==> config.mk <==
export PLATFORM = sky130hd
export DESIGN_NAME = fetch_unit
export DESIGN_NICKNAME = d
export VERILOG_FILES = /design/src/rtl/fetch_unit.sv
export SDC_FILE = /design/constraint.sdc
export NUM_CORES = 1
export LEC_CHECK = 0
export BUFFER_PORTS_ARGS = -buffer_cell sky130_fd_sc_hd__buf_2
export CAP_MARGIN = 20
export CORE_MARGIN = 2
export CORE_UTILIZATION = 55
export CTS_CLUSTER_SIZE = 24
export DETAILED_ROUTE_END_ITERATION = 16
export PLACE_DENSITY_LB_ADDON = 0.1
export SLEW_MARGIN = 10
export SYNTH_ARGS = -nofsm -noshare
export SYNTH_HDL_FRONTEND = slang
export SYNTH_SLANG_ARGS = --single-unit
==> constraint.sdc <==
create_clock -name clk -period 4.9 [get_ports clk]
set_clock_uncertainty 0.2 [all_clocks]
set_input_delay 0.245 -clock clk [delete_from_list [all_inputs] [get_ports clk]]
set_output_delay 0.245 -clock clk [all_outputs]
set_load 0.01 [all_outputs]
==> src/rtl/fetch_unit.sv <==
// Instruction-fetch front end: owns the fetch PC, issues pipelined imem requests
// and buffers in-order responses as {pc, ins} pairs for decode.
module fetch_unit #(
   parameter logic [31:0] RESET_PC = 32'h0000_0000,
   parameter int          DEPTH    = 4
) (
   input  logic        clk,
   input  logic        rst,
   output logic        imem_req,
   output logic [31:0] imem_addr,
   input  logic        imem_gnt,
   input  logic        imem_rvalid,
   input  logic [31:0] imem_rdata,
   input  logic        redirect,
   input  logic [31:0] redirect_pc,
   input  logic        id_stall,
   output logic        if_valid,
   output logic [31:0] if_pc,
   output logic [31:0] if_ins
);

   localparam int AW = $clog2(DEPTH);
   localparam int CW = AW + 1;

   logic [31:0]   fetch_pc;
   logic [31:0]   resp_pc;
   logic [31:0]   fifo_pc  [DEPTH];
   logic [31:0]   fifo_ins [DEPTH];
   logic [AW-1:0] rd_ptr;
   logic [AW-1:0] wr_ptr;
   logic [CW-1:0] count;
   logic [CW-1:0] pending;
   logic [CW-1:0] discard;
   logic [CW:0]   credit;
   logic [31:0]   target_pc;
   logic          issue;
   logic          push;
   logic          pop;
   logic          unused_bits;

   // Occupied slots plus in-flight requests never exceed DEPTH, so a push always has room.
   assign credit    = {1'b0, count} + {1'b0, pending};
   assign imem_req  = !rst && !redirect && (credit < (CW+1)'(DEPTH));
   assign imem_addr = fetch_pc;
   assign issue     = imem_req && imem_gnt;
   assign target_pc = {redirect_pc[31:2], 2'b00};
   assign unused_bits = ^redirect_pc[1:0];

   assign push = imem_rvalid && (discard == '0) && !redirect;
   assign pop  = if_valid && !id_stall && !redirect;

   assign if_valid = (count != '0);
   assign if_pc    = if_valid ? fifo_pc[rd_ptr]  : '0;
   assign if_ins   = if_valid ? fifo_ins[rd_ptr] : '0;

   always_ff @(posedge clk or posedge rst) begin
      if (rst) begin
         fetch_pc <= RESET_PC;
         resp_pc  <= RESET_PC;
         rd_ptr   <= '0;
         wr_ptr   <= '0;
         count    <= '0;
         pending  <= '0;
         discard  <= '0;
      end else begin
         pending <= pending + CW'(issue) - CW'(imem_rvalid);
         if (redirect) begin
            fetch_pc <= target_pc;
            resp_pc  <= target_pc;
            rd_ptr   <= '0;
            wr_ptr   <= '0;
            count    <= '0;
            // Every response still outstanding after this edge belongs to the old path.
            discard  <= pending - CW'(imem_rvalid);
         end else begin
            if (issue)
               fetch_pc <= fetch_pc + 32'd4;
            if (imem_rvalid && (discard != '0))
               discard <= discard - CW'(1);
            if (push) begin
               resp_pc <= resp_pc + 32'd4;
               wr_ptr  <= wr_ptr + AW'(1);
            end
            if (pop)
               rd_ptr <= rd_ptr + AW'(1);
            count <= count + CW'(push) - CW'(pop);
         end
      end
   end

   always_ff @(posedge clk) begin
      if (push) begin
         fifo_pc[wr_ptr]  <= resp_pc;
         fifo_ins[wr_ptr] <= imem_rdata;
      end
   end

endmodule

== Word-level counts from Yosys, hierarchy flattened ==
Memories as Yosys holds them, arrays and structs flattened.
Index checks and enable logic that the tools add are counted.

* $add $sub $neg: 11
* Multiply operators: 0
* Div/mod/pow operators: 0
* Equality and inequality tests: 0
* Bitwise operators: 0
* Shift-type cells: 0
* $lt $le $gt $ge: 1
* Reduce and logical (&&, ||, !) cells: 18
* Multiplexer cells: 15

{| class="wikitable"
|+ Operators by type and width
! operator !! count
|-
| 32-bit 2-to-1 mux || 6
|-
| 32-bit by 3-bit adder with 32-bit output, second input constant || 2
|-
| 3-bit 2-to-1 mux || 3
|-
| 3-bit by 1-bit subtractor with 3-bit output || 3
|-
| 1-bit logical AND || 8
|-
| 2-bit 2-to-1 mux || 4
|-
| 2-bit nonzero test || 4
|-
| 3-bit by 1-bit adder with 3-bit output || 2
|-
| 3-bit nonzero test || 2
|-
| 2-bit by 1-bit adder with 2-bit output, second input constant || 2
|-
| 3-bit by 3-bit adder with 4-bit output || 1
|-
| 4-bit by 3-bit less-than comparator with 1-bit output, second input constant || 1
|-
| 1-bit zero test || 3
|-
| 3-bit zero test || 1
|-
| 3-bit by 1-bit subtractor with 3-bit output, second input constant || 1
|-
| 1-bit 2-to-1 mux || 2
|}

* Bits of input ports: 70
* Output and inout bits: 98
* Memory bits (read-only): 0
* Flip-flop bits (word level): 77
* Latch bits: 0
* Memories kept: 2
* Logic and storage cells: 54
* RAM bits: 256

{| class="wikitable"
|+ Memories
! memory !! words !! width !! read ports !! clocked after memory_dff !! wr ports !! RTL line !! text
|-
| fifo_ins || 4 || 32 || 1 || 0 || 1 || 28 || <nowiki>logic [31:0] fifo_ins [DEPTH];</nowiki>
|-
| fifo_pc || 4 || 32 || 1 || 0 || 1 || 27 || <nowiki>logic [31:0] fifo_pc [DEPTH];</nowiki>
|}

== Depth between registers and ports, before layout ==
* Word-level depth: 6
* Mapped depth: 12
* Depth with buffers taken out: 12

== Least setup slack after synthesis ==
Ideal clock, no wire load.

* Path type: reg-to-reg
* Start: register discard[0]
* End: memory fifo_ins[0][0] (enable)
* Data required time: 4.273 ns
* Clock period less this slack: 3.260 ns
* Buffers on the path: 1
* Arrival: 2.633 ns
* Setup time: 0.427 ns
* Path slack: 1.640 ns
* Cell stages (with the launch flop): 6
* Path through: dfrtp_1 > inv_1 > ha_1 > and3b_1 > clkbuf_1 > and3_1

* Cells in the longest elaborated chain, start to end: 5

{| class="wikitable"
|+ RTL lines
! item !! RTL line !! text
|-
| from (decl) || 33 || <nowiki>logic [CW-1:0] discard;</nowiki>
|-
| from (signal assigned) || 74 || <nowiki>discard <= pending - CW'(imem_rvalid);</nowiki>
|-
| from (signal assigned) || 79 || <nowiki>discard <= discard - CW'(1);</nowiki>
|-
| 3-bit zero test || 49 || <nowiki>assign push = imem_rvalid && (discard == '0) && !redirect;</nowiki>
|-
| 1-bit logical AND (2 in a row) || 49 ||
|-
| 1-bit 2-to-1 mux || 92 || <nowiki>if (push) begin</nowiki>
|-
| 1-bit 2-to-1 mux (implied by the code) || 94 || <nowiki>fifo_ins[wr_ptr] <= imem_rdata;</nowiki>
|-
| to (decl) || 28 ||
|}

No other way between the ends.

== Worst setup path after layout ==
* Start: register rd_ptr[0]
* End: output if_ins[25]

* Cells in the longest elaborated chain, start to end: 2

{| class="wikitable"
|+ RTL lines
! item !! RTL line !! text
|-
| from (decl) || 29 || <nowiki>logic [AW-1:0] rd_ptr;</nowiki>
|-
| from (signal assigned) || 85 || <nowiki>rd_ptr <= rd_ptr + AW'(1);</nowiki>
|-
| memory 4 x 32 bit || n/a ||
|-
| 32-bit 2-to-1 mux || 54 || <nowiki>assign if_ins = if_valid ? fifo_ins[rd_ptr] : '0;</nowiki>
|-
| to (decl) || 19 || <nowiki>output logic [31:0] if_ins</nowiki>
|}

No other way between the ends.

==> impl_results.rst <==
.. list-table::
   :header-rows: 1

   * - Metric
     - Value
   * - Max_slew headroom
     - 0.373
   * - Core ar.
     - approximately 24000 um^2
   * - Max-cap violations
     - 0
   * - FFs w/ async S/R, synth
     - 0.227
   * - Number of buffers inserted during clock tree synthesis
     - 31
   * - Largest stage delay on the critical path
     - between 0.9 and 1 ns
   * - VDD IR-drop max
     - just under 0.0003 V
   * - Slowest cell on the critical path
     - dfrtp_4
   * - Slew at the pin closest to its max-slew limit
     - between 0.9 and 1 ns
   * - Clock H-tree levels
     - 1
   * - Data required time at the worst endpoint
     - between 4 and 5 ns
   * - Die height
     - about 160 um
   * - Fraction of the core area covered by cells at the end of the flow
     - 0.675
   * - Number of global-route vias before repair
     - approximately 8000
   * - Share of layout cells above drive strength 1
     - 0.284
   * - Initial antenna violation count
     - 0
   * - WS Path Type
     - flip-flop to primary output
   * - Slack of the worst reg-to-reg path
     - around 1.8 ns
   * - Width of the die
     - 161 um
   * - Total of fill cells in the finished design
     - 1702
   * - Final Net Count
     - around 1200
   * - Number of unique standard cell types used by synthesis
     - 52
   * - Time the final worst path needs with I/O delays and setup
     - approximately 3.3 ns
   * - Period utilisation layout
     - 0.668
   * - Power per unit of standard cell area
     - approximately 450 nW/um^2
   * - Global-route congestion overflow total
     - 0
   * - Global placement routability congestion
     - 0.844
   * - Non-filler cells, final
     - 1423
   * - Part of the Yosys area used for sequential elements
     - 0.682
   * - Total placed instance area
     - ~15000 um^2
   * - Number of clock sinks
     - approximately 320
   * - Root Driver
     - clkbuf_16
   * - CTS tree
     - built
   * - Max Clock Freq
     - between 0.3 and 0.4 GHz
   * - Total setup buffers inserted after CTS
     - 0
   * - Post-layout instance area
     - 16400 um^2
   * - RSZ-0062 raised after global routing
     - no
   * - HPWL after detailed placement
     - ~17 mm
   * - DR WL/cell
     - between 15 and 20 um
   * - Layout overhead on the synthesized area
     - 20.7%
   * - WL final
     - 27.4 mm
   * - Critical path launch point type
     - flip-flop
   * - Hold Buf Count CTS
     - 66
   * - Global-route wire length before repair
     - roughly 44 mm
   * - I/O Buffers
     - around 160
   * - Synth warnings
     - 0
   * - Netlist Area Pre-Place
     - 13600 um^2
   * - Overall via count from detail_route
     - 8020
   * - Most used DFF post-synth
     - edfxtp_1
   * - Maximum number of pins on one net before global-route repair
     - 65
   * - Die area
     - 26000 um^2
   * - Max Root-Sink Buffers
     - 3
   * - Total Routing Usage GR
     - 0.214
   * - Data arrival, critical path
     - about 2.8 ns
   * - Post-Syn Instances
     - 841
   * - Count of instances resized after the clock tree is built
     - 0
   * - Leakage power
     - approximately 6 nW
   * - Endpoint class of the critical path
     - primary output
   * - Clock insertion delay at the later pin of the skew report
     - around 0.54 ns
   * - Clock-pin slew reported for the worst setup and hold paths after clock tree synthesis
     - about 0.06 ns
   * - DRT Pass-1 Iters
     - 5
   * - Number of synthesized register bits
     - ~320
   * - Total Power Consumption
     - about 0.0073 W
   * - I/O pin count
     - between 150 and 200
   * - Fin Setup TNS
     - 0 ns
   * - Rows
     - 57
   * - Starting DRT DRC Count
     - between 500 and 600
   * - Max-slew violation count
     - 0
   * - Post-detailed-route DRC marker count
     - 0
   * - Crit Path Max Fanout
     - 43
   * - Number of failing setup endpoints in the final timing report
     - 0
   * - Outcome
     - finished, final reports clean
   * - Hold/Removal Path Class
     - input port to flip-flop
   * - Count of final hold-check violations
     - 0
   * - Initial cell density of the core
     - 0.559
   * - Series of cell instances along the critical path
     - buf_4 > mux4_2 > nor2b_1 > buf_2
   * - Antenna Diode Count
     - 0
   * - Average vias per placed instance
     - roughly 5.6
   * - Antenna-violating nets left
     - 0
   * - Mean post-synth cell area
     - about 16 um^2
   * - EDFF count, synth
     - between 200 and 250
   * - Cells after DPL
     - between 1000 and 1500
[Yosys cell counts (3+ instances only)]
cell type | instances | area (um^2)
a21boi_0 | 11 | 82.6
a21oi_1 | 5 | 25.0
a31oi_1 | 3 | 18.8
and2_1 | 7 | 43.8
and3_1 | 7 | 43.8
and4_1 | 4 | 35.0
buf_1 | 4 | 15.0
buf_2 | 8 | 40.0
buf_4 | 5 | 37.5
clkbuf_1 | 24 | 90.1
dfrtp_1 | 73 | 1830
edfxtp_1 | 248 | 7450
ha_1 | 16 | 200
inv_1 | 19 | 71.3
mux2_2 | 13 | 146
mux4_2 | 62 | 1400
nand2_1 | 47 | 176
nand2b_1 | 8 | 50.1
nand3_1 | 31 | 155
nand4_1 | 19 | 119
nor2_1 | 19 | 71.3
nor2b_1 | 63 | 394
nor3_1 | 12 | 60.1
nor4_1 | 7 | 43.8
o211ai_1 | 9 | 67.6
o21a_1 | 3 | 22.5
o21ai_0 | 22 | 110
o311ai_0 | 9 | 78.8
or4_1 | 5 | 37.5
xnor2_1 | 23 | 201
xor2_1 | 25 | 219
[worst paths after layout]
path,start,to,cells after the start
max,rd_ptr[0],if_ins[25],4
min,imem_gnt,imem_addr[28],5
max reg2reg,count[2],pending[2],11
min reg2reg,pending[0],pending[0],1
max in group asynchronous,rst,resp_pc[13],4
min in group asynchronous,rst,count[2],3
[cell usage in the layout, fill, tap and decap left out, drive strengths merged, types with 2 or more instances in the layout]
master / instances
a21boi: 11
nor2: 19
and4: 7
or3: 4
and3: 8
inv: 21
nor4: 8
o311ai: 9
edfxtp: 248
xor2: 25
o21ai: 22
o21a: 3
conb: 4
mux2: 13
o31a: 2
dlygate4sd3: 66
nand2b: 8
nand2: 48
nand3: 31
nor3: 12
nor2b: 63
mux2i: 2
bufinv: 3
buf: 176
ha: 16
a21oi: 5
nand4: 19
fa: 2
a31oi: 3
clkbuf: 37
mux4: 62
and2: 9
dfrtp: 73
o211ai: 9
or4: 7
clkinv: 15
xnor2: 23
nand3b: 2
[cell type report]
cell class	count	area, um^2	share of cell area
sequential	321	9280	0.565
tap	324	405	0.0247
timing repair buffer	242	1620	0.0985
clock inverter	18	158	0.00961
inverter	21	81.3	0.00496
multi-input combinational	460	4070	0.248
clock buffer	37	798	0.0486
[routing by layer]
layer | up-vias | wire (um) | global-route usage
met5 | - | 0 | 0
met4 | 0 | 406 | 0.0422
met3 | 38 | 1650 | 0.0306
met2 | 253 | 13300 | 0.361
met1 | 4029 | 12000 | 0.306
li1 | 3700 | - | -
[worst max-delay path: cells and delay by family, from the launching register on]
family | cells | cell delay (ns)
flip-flops | 1 | 0.99
buffers and inverters | 2 | 0.59
multiplexers | 1 | 0.54
AND/OR/NAND/NOR | 1 | 0.15
[state kept, by name, summed over array words and instances, names as in the netlist]
| signal | flops |
|---|---|
| count | 3 |
| fifo_ins | 128 |
| wr_ptr | 2 |
| fifo_pc | 120 |
| discard | 3 |
| rd_ptr | 2 |
| pending | 3 |
| resp_pc | 30 |
| imem_addr | 30 |
[report_power, final]
part / internal [W] / switching (W)
Sequential: 0.00311 / 0.000258
Combinational: 0.000852 / 0.000838
Clock: 0.00131 / 0.000940
[logic make-up after synthesis]
family	count (synthesis)	synth area share
buffers and inverters	63	0.0202
other	1	0.000276
adder cells (fa/ha/maj)	18	0.0177
flip-flops	321	0.682
XOR/XNOR	48	0.0309
AND/OR/NAND/NOR	247	0.102
multiplexers	77	0.115
AO/OA/AOI/OAI	66	0.0325
[stage by stage]
stage / hold WS, ns / setup WS, ns
detailed placement: 0.201 / 1.75
global route: 0.0911 / 1.41
floorplan: 0.144 / 1.64
CTS: 0.0659 / 1.52
finish: 0.0800 / 1.63
global placement: 0.203 / 1.78
No activity file was read; power rests on OpenSTA's default activity.
